$ cat config.mk
export PLATFORM = sky130hd
export DESIGN_NAME = fetch_buffer_flat
export DESIGN_NICKNAME = d
export VERILOG_FILES = /design/src/rtl/fetch_buffer_if.sv /design/src/rtl/fetch_buffer.sv /design/src/flat_wrapper.sv
export SDC_FILE = /design/constraint.sdc
export NUM_CORES = 1
export LEC_CHECK = 0
export ABC_CLOCK_PERIOD_IN_PS = 18800
export CORE_ASPECT_RATIO = 0.5
export CORE_UTILIZATION = 45
export DETAILED_ROUTE_END_ITERATION = 16
export PLACE_DENSITY = 0.68
export SLEW_MARGIN = 20
export SYNTH_ARGS = -nofsm -noshare
export SYNTH_HDL_FRONTEND = slang
export SYNTH_SLANG_ARGS = --single-unit
$ cat constraint.sdc
create_clock -name i_clk -period 18.8 [get_ports i_clk]
set_input_delay 2.82 -clock i_clk [delete_from_list [all_inputs] [get_ports i_clk]]
set_output_delay 2.82 -clock i_clk [all_outputs]
set_load 0.01 [all_outputs]
$ cat src/rtl/fetch_buffer_if.sv
// Handshake and window bundle between the fetch port, the fetch buffer and the decode front end.
interface fetch_buffer_if #(
  parameter int unsigned XLEN = 32
);
  logic            line_valid;
  logic            line_ready;
  logic [127:0]    line_data;
  logic [XLEN-1:0] line_pc;
  logic            win_valid;
  logic [127:0]    win_data;
  logic [XLEN-1:0] win_pc;
  logic [4:0]      win_advance;
  logic            flush;
  logic [3:0]      flush_offset;
  logic            err;

  modport master (
    output line_valid, line_data, line_pc, win_advance, flush, flush_offset,
    input  line_ready, win_valid, win_data, win_pc, err
  );

  modport slave (
    input  line_valid, line_data, line_pc, win_advance, flush, flush_offset,
    output line_ready, win_valid, win_data, win_pc, err
  );
endinterface

$ cat src/rtl/fetch_buffer.sv
// Elastic ring of 16-byte fetch lines presenting a 16-byte decode window at any even offset.
module fetch_buffer #(
  parameter int unsigned DEPTH = 3,
  parameter int unsigned XLEN  = 32
) (
  input logic          i_clk,
  input logic          i_rst,
  fetch_buffer_if.slave fb_io
);
  localparam int unsigned PtrW = (DEPTH > 1) ? $clog2(DEPTH) : 1;
  localparam int unsigned CntW = $clog2(DEPTH + 1);

  typedef logic [PtrW-1:0] ptr_t;
  typedef logic [CntW-1:0] cnt_t;

  localparam cnt_t Full = cnt_t'(DEPTH);

  logic [127:0]    data_q [DEPTH];
  logic [XLEN-5:0] pc_q   [DEPTH];

  ptr_t       rd_ptr_q, rd_ptr_d, wr_ptr_q, wr_ptr_d;
  cnt_t       count_q, count_d;
  logic [3:0] off_q, off_d;
  logic       err_q, err_d;

  logic         line_ready, win_valid, push, pop, adv_bad;
  logic [4:0]   adv_clamp, adv_eff, sum;
  logic [255:0] pair, shifted;
  logic         unused_pc_lsb;

  function automatic ptr_t ptr_inc(ptr_t p);
    return (p == ptr_t'(DEPTH - 1)) ? '0 : p + ptr_t'(1);
  endfunction

  assign line_ready = (count_q < Full);
  assign win_valid  = (count_q >= cnt_t'(2)) | ((count_q == cnt_t'(1)) & (off_q == 4'd0));

  // Head line in the low half; shifting the pair right by off bytes yields the window.
  assign pair    = {data_q[ptr_inc(rd_ptr_q)], data_q[rd_ptr_q]};
  assign shifted = pair >> {off_q, 3'b000};

  assign fb_io.line_ready = line_ready;
  assign fb_io.win_valid  = win_valid;
  assign fb_io.win_data   = win_valid ? shifted[127:0] : '0;
  assign fb_io.win_pc     = win_valid ? {pc_q[rd_ptr_q], off_q} : '0;
  assign fb_io.err        = err_q;

  assign unused_pc_lsb = ^fb_io.line_pc[3:0];

  // Illegal advances still update state: clamp to 16 and drop bit 0.
  assign adv_clamp = (fb_io.win_advance > 5'd16) ? 5'd16 : fb_io.win_advance;
  assign adv_eff   = {adv_clamp[4:1], 1'b0};
  assign sum       = {1'b0, off_q} + adv_eff;
  assign adv_bad   = win_valid & (fb_io.win_advance[0] | (fb_io.win_advance > 5'd16));

  assign push = fb_io.line_valid & line_ready & ~fb_io.flush;
  assign pop  = win_valid & ~fb_io.flush & sum[4];

  always_comb begin
    rd_ptr_d = rd_ptr_q;
    wr_ptr_d = wr_ptr_q;
    count_d  = count_q;
    off_d    = off_q;
    err_d    = err_q | adv_bad | (fb_io.flush & fb_io.flush_offset[0]);
    if (fb_io.flush) begin
      rd_ptr_d = '0;
      wr_ptr_d = '0;
      count_d  = '0;
      off_d    = {fb_io.flush_offset[3:1], 1'b0};
    end else begin
      if (push) wr_ptr_d = ptr_inc(wr_ptr_q);
      if (pop)  rd_ptr_d = ptr_inc(rd_ptr_q);
      if (win_valid) off_d = sum[3:0];
      unique case ({push, pop})
        2'b10:   count_d = count_q + cnt_t'(1);
        2'b01:   count_d = count_q - cnt_t'(1);
        default: count_d = count_q;
      endcase
    end
  end

  always_ff @(posedge i_clk) begin
    if (i_rst) begin
      rd_ptr_q <= '0;
      wr_ptr_q <= '0;
      count_q  <= '0;
      off_q    <= '0;
      err_q    <= 1'b0;
    end else begin
      rd_ptr_q <= rd_ptr_d;
      wr_ptr_q <= wr_ptr_d;
      count_q  <= count_d;
      off_q    <= off_d;
      err_q    <= err_d;
    end
  end

  // Line storage needs no reset: count gates every read.
  always_ff @(posedge i_clk) begin
    if (push) begin
      data_q[wr_ptr_q] <= fb_io.line_data;
      pc_q[wr_ptr_q]   <= fb_io.line_pc[XLEN-1:4];
    end
  end
endmodule

$ cat src/flat_wrapper.sv
// flat-port wrapper written by rule: the top's interface ports become plain ports
module fetch_buffer_flat 
#(
  parameter int unsigned DEPTH = 3,
  parameter int unsigned XLEN  = 32
)
  (i_clk, i_rst, fb_io_line_valid, fb_io_line_data, fb_io_line_pc, fb_io_win_advance, fb_io_flush, fb_io_flush_offset, fb_io_line_ready, fb_io_win_valid, fb_io_win_data, fb_io_win_pc, fb_io_err);
  fetch_buffer_if #(.XLEN(XLEN)) fb_io_i ();
  input logic i_clk;
  input logic i_rst;
  input wire logic [$bits(fb_io_i.line_valid)-1:0] fb_io_line_valid;
  input wire logic [$bits(fb_io_i.line_data)-1:0] fb_io_line_data;
  input wire logic [$bits(fb_io_i.line_pc)-1:0] fb_io_line_pc;
  input wire logic [$bits(fb_io_i.win_advance)-1:0] fb_io_win_advance;
  input wire logic [$bits(fb_io_i.flush)-1:0] fb_io_flush;
  input wire logic [$bits(fb_io_i.flush_offset)-1:0] fb_io_flush_offset;
  output wire logic [$bits(fb_io_i.line_ready)-1:0] fb_io_line_ready;
  output wire logic [$bits(fb_io_i.win_valid)-1:0] fb_io_win_valid;
  output wire logic [$bits(fb_io_i.win_data)-1:0] fb_io_win_data;
  output wire logic [$bits(fb_io_i.win_pc)-1:0] fb_io_win_pc;
  output wire logic [$bits(fb_io_i.err)-1:0] fb_io_err;
  assign fb_io_i.line_valid = fb_io_line_valid;
  assign fb_io_i.line_data = fb_io_line_data;
  assign fb_io_i.line_pc = fb_io_line_pc;
  assign fb_io_i.win_advance = fb_io_win_advance;
  assign fb_io_i.flush = fb_io_flush;
  assign fb_io_i.flush_offset = fb_io_flush_offset;
  assign fb_io_line_ready = fb_io_i.line_ready;
  assign fb_io_win_valid = fb_io_i.win_valid;
  assign fb_io_win_data = fb_io_i.win_data;
  assign fb_io_win_pc = fb_io_i.win_pc;
  assign fb_io_err = fb_io_i.err;
  fetch_buffer #(.DEPTH(DEPTH), .XLEN(XLEN)) u_core (.i_clk(i_clk), .i_rst(i_rst), .fb_io(fb_io_i));
endmodule
==> run metrics <==
# clock sinks=480; Post-synth EDFFs=between 400 and 500; Slew @ Worst Pin=1130 ps; failing checks=DRC; Die W=between 300 and 400 µm; Final Wtd Congestion=0.908; Core ar.=0.0612 mm²; clock buffer depth=3; Async S/R FF share, synth=0%; power per cell area=73.8 mW/mm²; Final Instance Area=0.0333 mm²; Min Hold Slack=501 ps; gr usage total=25.9%; first-pass iteration count of the detailed router=11; Simple-Gate Fraction of Synth Area=4.04%; Post-Synth Adder-Cell Area=0.386%; kind of critical path=reg -> out; I/O Buffers=330; fin. max-slew vios=0; count leader, synth=edfxtp_1; DRC Markers=2; post-CTS setup buffers=0; die height=178 µm; sequential area share after synthesis=between 50% and 60%; setup TNS=0 ps; worst-skew pair later-pin latency=590 ps; Placed Area=0.0317 mm²; layout cells sized above 1=27.1%; Final #Nets=2266; Max Clock Skew=between 15 and 20 ps; mux cell area share after synthesis=approximately 30%; drt initial violations=2306; yosys warns=0; first-pass GRT wire length=123000 µm; Synth top area share=50.4%; routed len/inst=28.2 µm; Layout fillers=4968; unrepaired setup endpoints after global routing=false; max cap viols=0; number of global-route vias before repair=19000; register area=around 0.014 mm²; total gr overflow=0; most used cell along the critical path=buf_4; Inserted Clock Buffers=47; Row Count=between 60 and 70; Post-DRT Antenna Nets=0; type of origin of the critical path=flop; pin count of the biggest net entering global routing=132; Resize count post-CTS=0; H-tree levels=2; Starting Density=a little under half; Worst Hold Class=reg -> reg; antenna violations before repair=16; Post-synth top cells=edfxtp_1, mux4_2, mux2_2; Synth Area in XOR/XNOR=0.126%; Detailed Place HPWL=about 52000 µm; CTS tree=done; Root Driver=clkbuf_16; Critical Path AT=5290 ps; # setup viols final=0; area of the multi-input gates=~0.013 mm²; Die ar.=0.0630 mm²; ys flop type=edfxtp_1; pre-CTS WS=11270 ps; final worst path period share=a little over two fifths; Worst EP required=15980 ps; combinational family with the most area after synthesis=multiplexers; clk slew on worst S/H paths=roughly 60 ps; main area contributors after synthesis=edfxtp_1, mux4_2, mux2_2; Peak VDD IR=0.0000566 V; Hold-fix buffers, CTS=0; Lkg Pwr=10.2 nW; synthesized netlist cell count=1852; worst-path maximum fanout=between 60 and 70; Fin. Hold Viols=0; post-synthesis cell type with the largest combined area=edfxtp_1; CP Capture Type=primary output; run status=finished, violations left; Syn Area/Cell=15.0 µm²; io pins=336; mapped cell area=0.0279 mm²; Yosys reg bits=480; Slew HR=24.8%; synthesized net count=2033; DR vias=~19000; vias per cell=6.56; post-synthesis compound-gate area fraction=11.6%; Area Growth Syn to Fin=19.4%; fmax=123 MHz; CP max-delay cell=dfxtp_4; final wirelength=83500 µm; crit-path cells=buf_4 -> buf_4 -> mux2_2 -> mux4_2 -> a22oi_1 -> o221ai_1 -> clkdlybuf4s50_1; final setup margin=10690 ps; post-synthesis cell type count=53; Tmin final=between 8000 and 9000 ps; max incr delay on CP=1010 ps
## layout by cell type (no fill, tap or decap), types with 10 or more instances in the layout
master	count
edfxtp_1	468
clkdlybuf4s50_1	330
mux4_2	225
mux2_2	187
nor2_1	119
a22oi_1	114
o211ai_1	81
nand2_1	74
o221ai_1	64
clkbuf_16	48
mux2i_1	44
a21oi_1	36
o21ai_0	35
mux2_4	27
buf_4	25
nor2b_1	19
nand2b_1	19
a211oi_1	16
o32a_1	16
o22a_1	16
o31a_1	16
a22oi_2	14
diode_2	13
clkinv_1	11
mux2_1	10
## final cells by class
type                            count  area share, %
Antenna cell                       13         0.0978
Sequential cell                   480           43.0
Timing Repair Buffer              358           10.6
Tap cell                          825           3.10
Clock buffer                       58           3.75
Clock inverter                     28          0.967
Multi-Input combinational cell   1185           38.2
Inverter                           13          0.192
## routing by layer
layer,routed length (µm),part of all wire (%),track usage [%]
met2,38800,46,40.3
met1,34800,42,36.2
met3,7420,8.9,5.80
met5,48,0.057,0
met4,2500,3.0,8.66
## critical path: cells and delay by family (launching register included)
kind	cells	cell delay, ps
buf+inv	3	2220
flops	1	1010
mux	2	940
compound gates	2	430
## path summary, 6_finish.rpt
kind / to / from / slack (ps) / cells past startpoint
worst max-delay path: fb_io_win_data[28] / flop / 10690 / 7
worst min-delay path: u_core.wr_ptr_q[1]$_SDFFE_PP0P_ / u_core.wr_ptr_q[1]$_SDFFE_PP0P_ / 500 / 2
worst max register to register: u_core.pc_q[0][25]$_DFFE_PP_ / u_core.count_q[1]$_SDFFE_PP0P_ / 15590 / 5
worst min register to register: u_core.wr_ptr_q[1]$_SDFFE_PP0P_ / u_core.wr_ptr_q[1]$_SDFFE_PP0P_ / 500 / 2
## stage by stage
step                      util (%)  power, mW  instances
after global placement        51.8       1.49       2861
after floorplan                  -       1.39       1852
final                         54.4       2.45       2960
after detailed placement      51.8       1.49       2861
after global routing          54.4       2.53       2955
after CTS                     54.3       2.47       2947
## where the power goes
| group | internal [mW] | switching (mW) | leakage, nW |
|---|---|---|---|
| Clock | 0.567 | 0.414 | 0.761 |
| Combinational | 0.136 | 0.122 | 5.12 |
| Sequential | 1.20 | 0.0183 | 4.37 |
| Total | 1.90 | 0.554 | 10.2 |
## registers in the layout, summed over array words and instances (netlist names), named ones only
signal / cells
u_core.count_q: 2
u_core.pc_q: 84
u_core.off_q: 3
u_core.rd_ptr_q: 2
u_core.fb_io.err: 1
u_core.wr_ptr_q: 2
u_core.data_q: 384
## cells by family after synthesis
group	count (synthesis)
AO/OA/AOI/OAI	422
flip-flops	480
other	1
XOR/XNOR	4
multiplexers	493
AND/OR/NAND/NOR	257
adder cells (fa/ha/maj)	8
buffers and inverters	187
No activity file was read; power rests on OpenSTA's default activity.
